`src/rtl/arm_pkg.sv`:
```
// Shared types and constants for the data-memory path of the pipeline.
package arm_pkg;

  typedef enum logic [1:0] {
    MEM_IDLE,
    MEM_ACCESS,
    MEM_DONE
  } mem_state_t;

  localparam logic [31:0] SRAM_BASE_ADDR = 32'd1024;

endpackage

```
`src/rtl/sram_access_ctrl.sv`:
```
// Multi-cycle SRAM controller between EXE and MEM; holds ready low for the
// whole fixed-latency access so the hazard unit freezes the pipeline.
module sram_access_ctrl
  import arm_pkg::*;
#(
  parameter int unsigned WAIT_CYCLES = 5,
  parameter int unsigned ADDR_W      = 16,
  parameter int unsigned DATA_W      = 32,
  parameter logic [31:0] BASE_ADDR   = SRAM_BASE_ADDR
) (
  input  logic              clk,
  input  logic              rst,
  input  logic              MEM_R_EN,
  input  logic              MEM_W_EN,
  input  logic [31:0]       addr,
  input  logic [DATA_W-1:0] wdata,
  output logic [DATA_W-1:0] rdata,
  output logic              ready,
  output logic [ADDR_W-1:0] SRAM_ADDR,
  output logic [DATA_W-1:0] SRAM_WDATA,
  input  logic [DATA_W-1:0] SRAM_RDATA,
  output logic              SRAM_WE_N,
  output logic              SRAM_OE_N
);

  localparam int unsigned     CNT_W    = $clog2(WAIT_CYCLES + 1);
  localparam logic [CNT_W-1:0] CNT_LAST = CNT_W'(WAIT_CYCLES - 1);

  mem_state_t        state_q, state_d;
  logic [CNT_W-1:0]  cnt_q, cnt_d;
  logic [ADDR_W-1:0] addr_q, addr_d;
  logic [DATA_W-1:0] wdata_q, wdata_d;
  logic [DATA_W-1:0] rdata_q, rdata_d;
  logic              we_n_q, we_n_d;
  logic              oe_n_q, oe_n_d;

  logic req;
  logic is_wr;
  logic is_rd;

  // A simultaneous read and write request is treated as a pure write.
  assign req   = MEM_R_EN | MEM_W_EN;
  assign is_wr = MEM_W_EN;
  assign is_rd = MEM_R_EN & ~MEM_W_EN;

  always_comb begin
    state_d = state_q;
    cnt_d   = cnt_q;
    addr_d  = addr_q;
    wdata_d = wdata_q;
    rdata_d = rdata_q;
    we_n_d  = we_n_q;
    oe_n_d  = oe_n_q;
    ready   = 1'b0;

    case (state_q)
      MEM_IDLE: begin
        ready = ~req;
        if (req) begin
          state_d = MEM_ACCESS;
          cnt_d   = '0;
          // Byte offset from the SRAM window, modulo 2^32, converted to a word index.
          addr_d  = ADDR_W'((addr - BASE_ADDR) >> 2);
          wdata_d = wdata;
          we_n_d  = ~is_wr;
          oe_n_d  = ~is_rd;
        end
      end
      MEM_ACCESS: begin
        cnt_d = cnt_q + CNT_W'(1);
        if (cnt_q == CNT_LAST) begin
          if (!oe_n_q) begin
            rdata_d = SRAM_RDATA;
          end
          we_n_d  = 1'b1;
          oe_n_d  = 1'b1;
          state_d = MEM_DONE;
        end
      end
      MEM_DONE: begin
        ready   = 1'b1;
        state_d = MEM_IDLE;
      end
      default: begin
        state_d = MEM_IDLE;
      end
    endcase
  end

  always_ff @(posedge clk or negedge rst) begin
    if (!rst) begin
      state_q <= MEM_IDLE;
      cnt_q   <= '0;
      addr_q  <= '0;
      wdata_q <= '0;
      rdata_q <= '0;
      we_n_q  <= 1'b1;
      oe_n_q  <= 1'b1;
    end else begin
      state_q <= state_d;
      cnt_q   <= cnt_d;
      addr_q  <= addr_d;
      wdata_q <= wdata_d;
      rdata_q <= rdata_d;
      we_n_q  <= we_n_d;
      oe_n_q  <= oe_n_d;
    end
  end

  assign rdata      = rdata_q;
  assign SRAM_ADDR  = addr_q;
  assign SRAM_WDATA = wdata_q;
  assign SRAM_WE_N  = we_n_q;
  assign SRAM_OE_N  = oe_n_q;

endmodule

```
`config.mk`:
```
export PLATFORM = sky130hd
export DESIGN_NAME = sram_access_ctrl
export DESIGN_NICKNAME = d
export VERILOG_FILES = /design/src/rtl/arm_pkg.sv /design/src/rtl/sram_access_ctrl.sv
export SDC_FILE = /design/constraint.sdc
export NUM_CORES = 1
export LEC_CHECK = 0
export ABC_AREA = 1
export BUFFER_PORTS_ARGS = -buffer_cell sky130_fd_sc_hd__clkbuf_2
export CAP_MARGIN = 20
export CORE_ASPECT_RATIO = 0.7
export CORE_UTILIZATION = 49
export DETAILED_ROUTE_END_ITERATION = 10
export PLACE_DENSITY_LB_ADDON = 0.1
export SYNTH_ARGS = -nofsm -noshare
export SYNTH_HDL_FRONTEND = slang
export SYNTH_SLANG_ARGS = --single-unit
export TNS_END_PERCENT = 20
```
`constraint.sdc`:
```
create_clock -name clk -period 3.5 [get_ports clk]
set_input_delay 0.175 -clock clk [delete_from_list [all_inputs] [get_ports clk]]
set_output_delay 0.175 -clock clk [all_outputs]
set_load 0.02 [all_outputs]
```
After elaboration in Yosys (flattened, before gate mapping)

Index checks and enable logic that the tools add are counted.

$add $sub $neg: 2
Eq/ne operators: 5
Multiplexer cells: 11
Bitwise logic cells: 6
Reductions and logical operators: 7

Operators with widths:

| operator               | number |
|---|---|
| $sub 18x11->18 const B | 1 |
| $pmux 1 s2             | 3 |
| $pmux 3 s2             | 1 |
| $reduce_and 2->1       | 3 |
| $reduce_and 3->1       | 2 |
| $mux 2                 | 2 |
| $ne 2x2->1 const B     | 2 |
| $not 1->1              | 4 |
| $pmux 2 s2             | 1 |
| $add 3x1->3 const B    | 1 |
| $eq 3x3->1 const B     | 1 |
| $mux 1                 | 3 |
| $mux 3                 | 1 |
| $eq 2x1->1 const B     | 1 |
| $eq 2x2->1 const B     | 1 |
| $logic_not 2->1        | 1 |
| $reduce_bool 2->1      | 1 |
| $and 1x1->1            | 1 |
| $or 1x1->1             | 1 |

Flip-flop bits (word level): 87
Input bits: 100
Output and inout port bits: 83
Logic and storage cells: 38

Longest topological paths before layout

Depth after elaboration: 5
Gate-level depth with buffers: 10
Depth with buffers taken out: 9

Worst setup path after synthesis

Ideal clock, no wire load.

Path kind: flip-flop to flip-flop
Start point: register oe_n_q, in the netlist SRAM_OE_N
End point: register rdata_q[10], in the netlist rdata[10]
Library setup time: 0.117 ns
Arrival time: 1.138 ns
Data required time: 3.383 ns
Slack: 2.245 ns
Cell stages (with the launch flop): 5
Path buffers: 1
Cells stage by stage: dfstp_2 > clkinv_1 > clkbuf_1 > nand3_1 > nand2_1

Word-level cells in the longest chain between the ends: 2

Ends and longest elaborated chain:

| what                              | line                    | RTL |
|---|---|---|
| start: declaration                | sram_access_ctrl.sv:35  | `logic oe_n_q, oe_n_d;` |
| start signal: assignment          | sram_access_ctrl.sv:106 | `oe_n_q <= oe_n_d;` |
| $not 1->1 (no source line)        | --                      |  |
| $reduce_and 3->1 (no source line) | --                      |  |
| end signal: assignment            | sram_access_ctrl.sv:104 | `rdata_q <= rdata_d;` |
| end: declaration                  | sram_access_ctrl.sv:33  | `logic [DATA_W-1:0] rdata_q, rdata_d;` |

Every way passes these cells.
A chain may end at the register's enable or synchronous reset.

Worst setup path in the final report

Start point: register cnt_q[0]
End point: register rdata_q[10], in the netlist rdata[10]

Word-level cells in the longest chain between the ends: 2

Ends and longest elaborated chain:

| what                              | line                    | RTL |
|---|---|---|
| start: declaration                | sram_access_ctrl.sv:30  | `logic [CNT_W-1:0] cnt_q, cnt_d;` |
| start signal: assignment          | sram_access_ctrl.sv:101 | `cnt_q <= cnt_d;` |
| $eq 3x3->1                        | sram_access_ctrl.sv:71  | `if (cnt_q == CNT_LAST) begin` |
| $reduce_and 3->1 (no source line) | --                      |  |

Every way passes these cells.

==> results.md <==
Clock tree:
- The count of cells resized by post-cts repair is 0.
- Clock-pin slew was measured on the worst setup and hold paths at ~90 ps.
- At the later pin of the worst-skew pair, clock insertion delay measures 340 ps.
- The tree is rooted in a clkbuf_8.
- The number of buffers created by CTS is 9.
- The post-CTS setup repair buffer count is 0.
- CTS built an H-tree with a depth of 3.
- The CTS tree is built.
- For this design, the sink count on the clock tree is 87.
- Counting along the longest clock path gives a buffer depth of 2.
- The number of hold buffers added after CTS was 2.

Critical path:
- The sort of element at the end of the critical path is a flop.
- The setup check on the worst reg-to-reg path leaves a slack of roughly 1800 ps.
- The most numerous cell type found on the critical path is nand2_1.
- The class of the most critical setup path is reg -> reg.
- The worst setup path is launched from a flop.
- The arrival time of the worst setup path is around 1900 ps.
- The worst register-to-register path ends at rdata[10]$_DFFE_PN0P_.
- The standard cell with the maximum stage delay on the critical path is dfrtp_1.
- The signal on the critical path passes through inv_1, ha_1, nand2_1, inv_1, nand2_2, inv_4, nand2_4, nand2_1, nand2_1.
- The critical path endpoint is rdata[10]$_DFFE_PN0P_.
- The startpoint identified for the worst register-to-register timing path is cnt_q[0]$_DFFE_PN0P_.
- For this run, the slowest stage of the critical path takes 380 ps.
- The depth of the worst register-to-register path is 9.
- The critical path starts at cnt_q[0]$_DFFE_PN0P_.
- Along the worst path, the maximum fanout reaches 34.
- The required time of the worst setup path is around 3700 ps.

Timing:
- The final number of hold-violating endpoints is 0.
- After layout, the minimum clock period comes to between 1500 and 2000 ps.
- The max-slew violation count was 0.
- Setup repair after global routing left no endpoint under its margin.
- Setup violations remaining at the end of the flow were counted as 0.
- On the final layout, the worst hold slack is roughly 17 ps.
- Measured against its own limit, the worst slew margin works out to 46.7%.
- Summed over all failing endpoints, the final setup total negative slack is 0 ps.
- At the pin with the least slew margin, the transition time is ~800 ps.
- After layout, the worst path uses about half of the clock period.
- The fmax is 0.585 GHz.
- The setup skew after layout is between 9 and 10 ps.

Placement:
- During placement, the flow inserted port buffers numbering ~170.
- After legalization and detailed placement, the total HPWL measured slightly below 6 mm.
- At the end of routability-driven placement, the weighted congestion stood at between 0.7 and 0.8.

Logic synthesis:
- For this run, the leading register cell type out of synthesis is dfrtp_1.
- Synthesis inferred a little under 90 register bits.
- After synthesis the cells add up to about 3600 sq um.
- The fraction of registers with async set or reset after synthesis is 100%.
- The synthesized-area fraction occupied by adder cells is between 1 and 1.5%.
- The synthesized netlist net count is around 500.
- A synthesized cell averages approximately 8.7 sq um.
- After Yosys synthesis, and, or, nand and nor cells account for between 20% and 30% of the synthesized area.
- In this run, synthesis inferred 0 flip-flops with an integrated enable.
- The main combinational cell family by area after synthesis is simple AND/OR/NAND/NOR gates.
- The distinct cell type count of the synthesized netlist is 20.
- The area fraction in compound gates after synthesis is 2.42%.
- For this run, the register share of the synthesized area comes to about three fifths.
- Of the total synthesized cell area, the portion taken by XOR and XNOR cells is 0%.
- The synthesized instance count is just over 400.
- The Yosys step of the flow raised 0 warnings.
- The portion of synthesized area spent on multiplexers is 0%.

GRT:
- The number of antenna violations at the first check in global routing is 0.
- The number of global-route vias before repair is 2,921.
- The total overflow left after global routing is 0.
- Global routing used between 20% and 30% of the available tracks across all layers.
- The largest net degree at the start of global routing is 67.
- The first global-routing pass estimated about 14 mm of wire.

Hold path:
- The path class of the lowest-slack min-delay path is in -> reg.
- The worst hold path was traced through 3 stages.
- The worst hold path begins at wdata[20].

Drt:
- The post-route antenna net violation count is 0.
- The final routed wire length divided by cell count is 12.3 microns.
- The via total after detailed routing is roughly 3.1k.
- Summed over all layers, the routed wires come to 8.24 mm.
- The number of DRC violations after detailed routing is 0.
- The first detailed-routing pass ran for 4 iterations.
- The via count normalized by instance count is 4.70.
- The count of routing violations after the opening detailed-route iteration is 110.

Floorplanning:
- For this configuration, the core starts out at a cell density of around half.
- The region available for standard cell placement spans between 6000 and 7000 sq um.
- The floorplan has 25 rows.
- The die covers about 7600 sq um.
- The I/O pin total is ~180.
- From bottom edge to top edge, the die measures around 73 microns.
- From left edge to right edge, the die measures 104 microns.

Run status:
- The flow ran to the end, and the final reports show no timing, DRC or antenna violations.

Cells and area:
- Of the cells placed in the final design, the portion with a size suffix greater than 1 is ~34%.
- Summing all flip-flop and latch instances after layout gives between 2000 and 2500 sq um.
- For this run, the post-layout net count is roughly 680.
- The synthesis-to-finish area growth is 29.9%.
- The library cell used most frequently in the layout, excluding fill and tap cells, is nand2_1.
- The repair_antennas step left the layout with diodes totalling 0.
- The footprint of the multi-input gates is 1180 sq um.
- At the end of the flow the core is filled with cells to 67.1%.
- Counting the fill cells in the layout gives about 630.
- Leaving out fill and tap cells, the most frequent cells in the layout are 208 x nand2_1, 165 x clkbuf_2, 85 x dfrtp_1.

Power and ir drop:
- VDD sags by at most 0.540 mV.
- Power spread over the standard cell area amounts to roughly 990 nW/um^2.
- Summed over all cells, the static leakage comes to 2.73 nW.

Run:
- Across the run, the number of max-cap violations was 0.
## registers in the layout (all words and copies together), names as in the netlist
name and count:
cnt_q 3, state_q 2, SRAM_WDATA 32, SRAM_WE_N 1, SRAM_ADDR 16, rdata 32
SRAM_OE_N 1
## worst min-delay path by stage
stage / slack, ps / end
global placement: 320 / SRAM_ADDR[8]$_DFFE_PN0P_
global route: 10 / SRAM_WDATA[24]$_DFFE_PN0P_
detailed placement: 320 / SRAM_ADDR[10]$_DFFE_PN0P_
CTS: 4 / SRAM_WDATA[20]$_DFFE_PN0P_
floorplan: -120 / SRAM_ADDR[0]$_DFFE_PN0P_
finish: 20 / SRAM_WDATA[20]$_DFFE_PN0P_
## cell usage after synthesis (3+ instances only)
cell type    n  area (sq um)
a21oi_1      6          30.0
buf_2        7          35.0
buf_4        3          22.5
buf_6        6          67.6
clkbuf_1     3          11.3
dfrtp_1     85          2130
ha_1         3          37.5
inv_1       15          56.3
nand2_1    208           781
nand2_2      3          18.8
nand3_1     40           200
nor2_1      11          41.3
o21ai_0     10          50.1
## metrics by stage
stage	setup WS (ps)	cells	power, mW	cell area (sq um)
finish	1790	670	4.61	4640
global route	1610	670	4.96	4640
CTS	1770	670	4.66	4640
detailed placement	1800	653	3.90	4410
global placement	1840	653	3.82	4410
floorplan	2250	409	3.18	3570
## final cells by class
class / instances / share of cell area [%]
Inverter: 19 / 1.59
Multi-Input combinational cell: 284 / 25.5
Clock buffer: 10 / 2.75
Timing Repair Buffer: 171 / 18.9
Tap cell: 94 / 2.53
Clock inverter: 5 / 1.81
Sequential cell: 87 / 47.0
## worst max-delay path: cells and delay by family (launching register included)
| kind | cells | cell delay [ps] |
|---|---|---|
| buf+inv | 3 | 450 |
| simple gates | 5 | 610 |
| fa+ha+maj | 1 | 160 |
| flops | 1 | 380 |
## report_power, final
group          internal, mW  switching [mW]
clock                 0.400           0.343
combinational         0.644            1.43
sequential             1.51           0.276
total                  2.56            2.05
## layer usage
metal	vias to the layer above	wire [microns]	global-route usage, %
met4	0	87	5.71
met3	11	713	8.87
met1	1442	3640	28.4
met5	-	0	0
met2	108	3800	37.5
li1	1587	-	-
## logic make-up (layout without fill, tap and decap cells)
logic type / Yosys count / after routing
compound gates: 17 / 17
fa+ha+maj: 3 / 3
buf+inv: 38 / 205
flops: 87 / 87
simple gates: 264 / 264
Note: power is estimated with default switching activity, not from simulation.
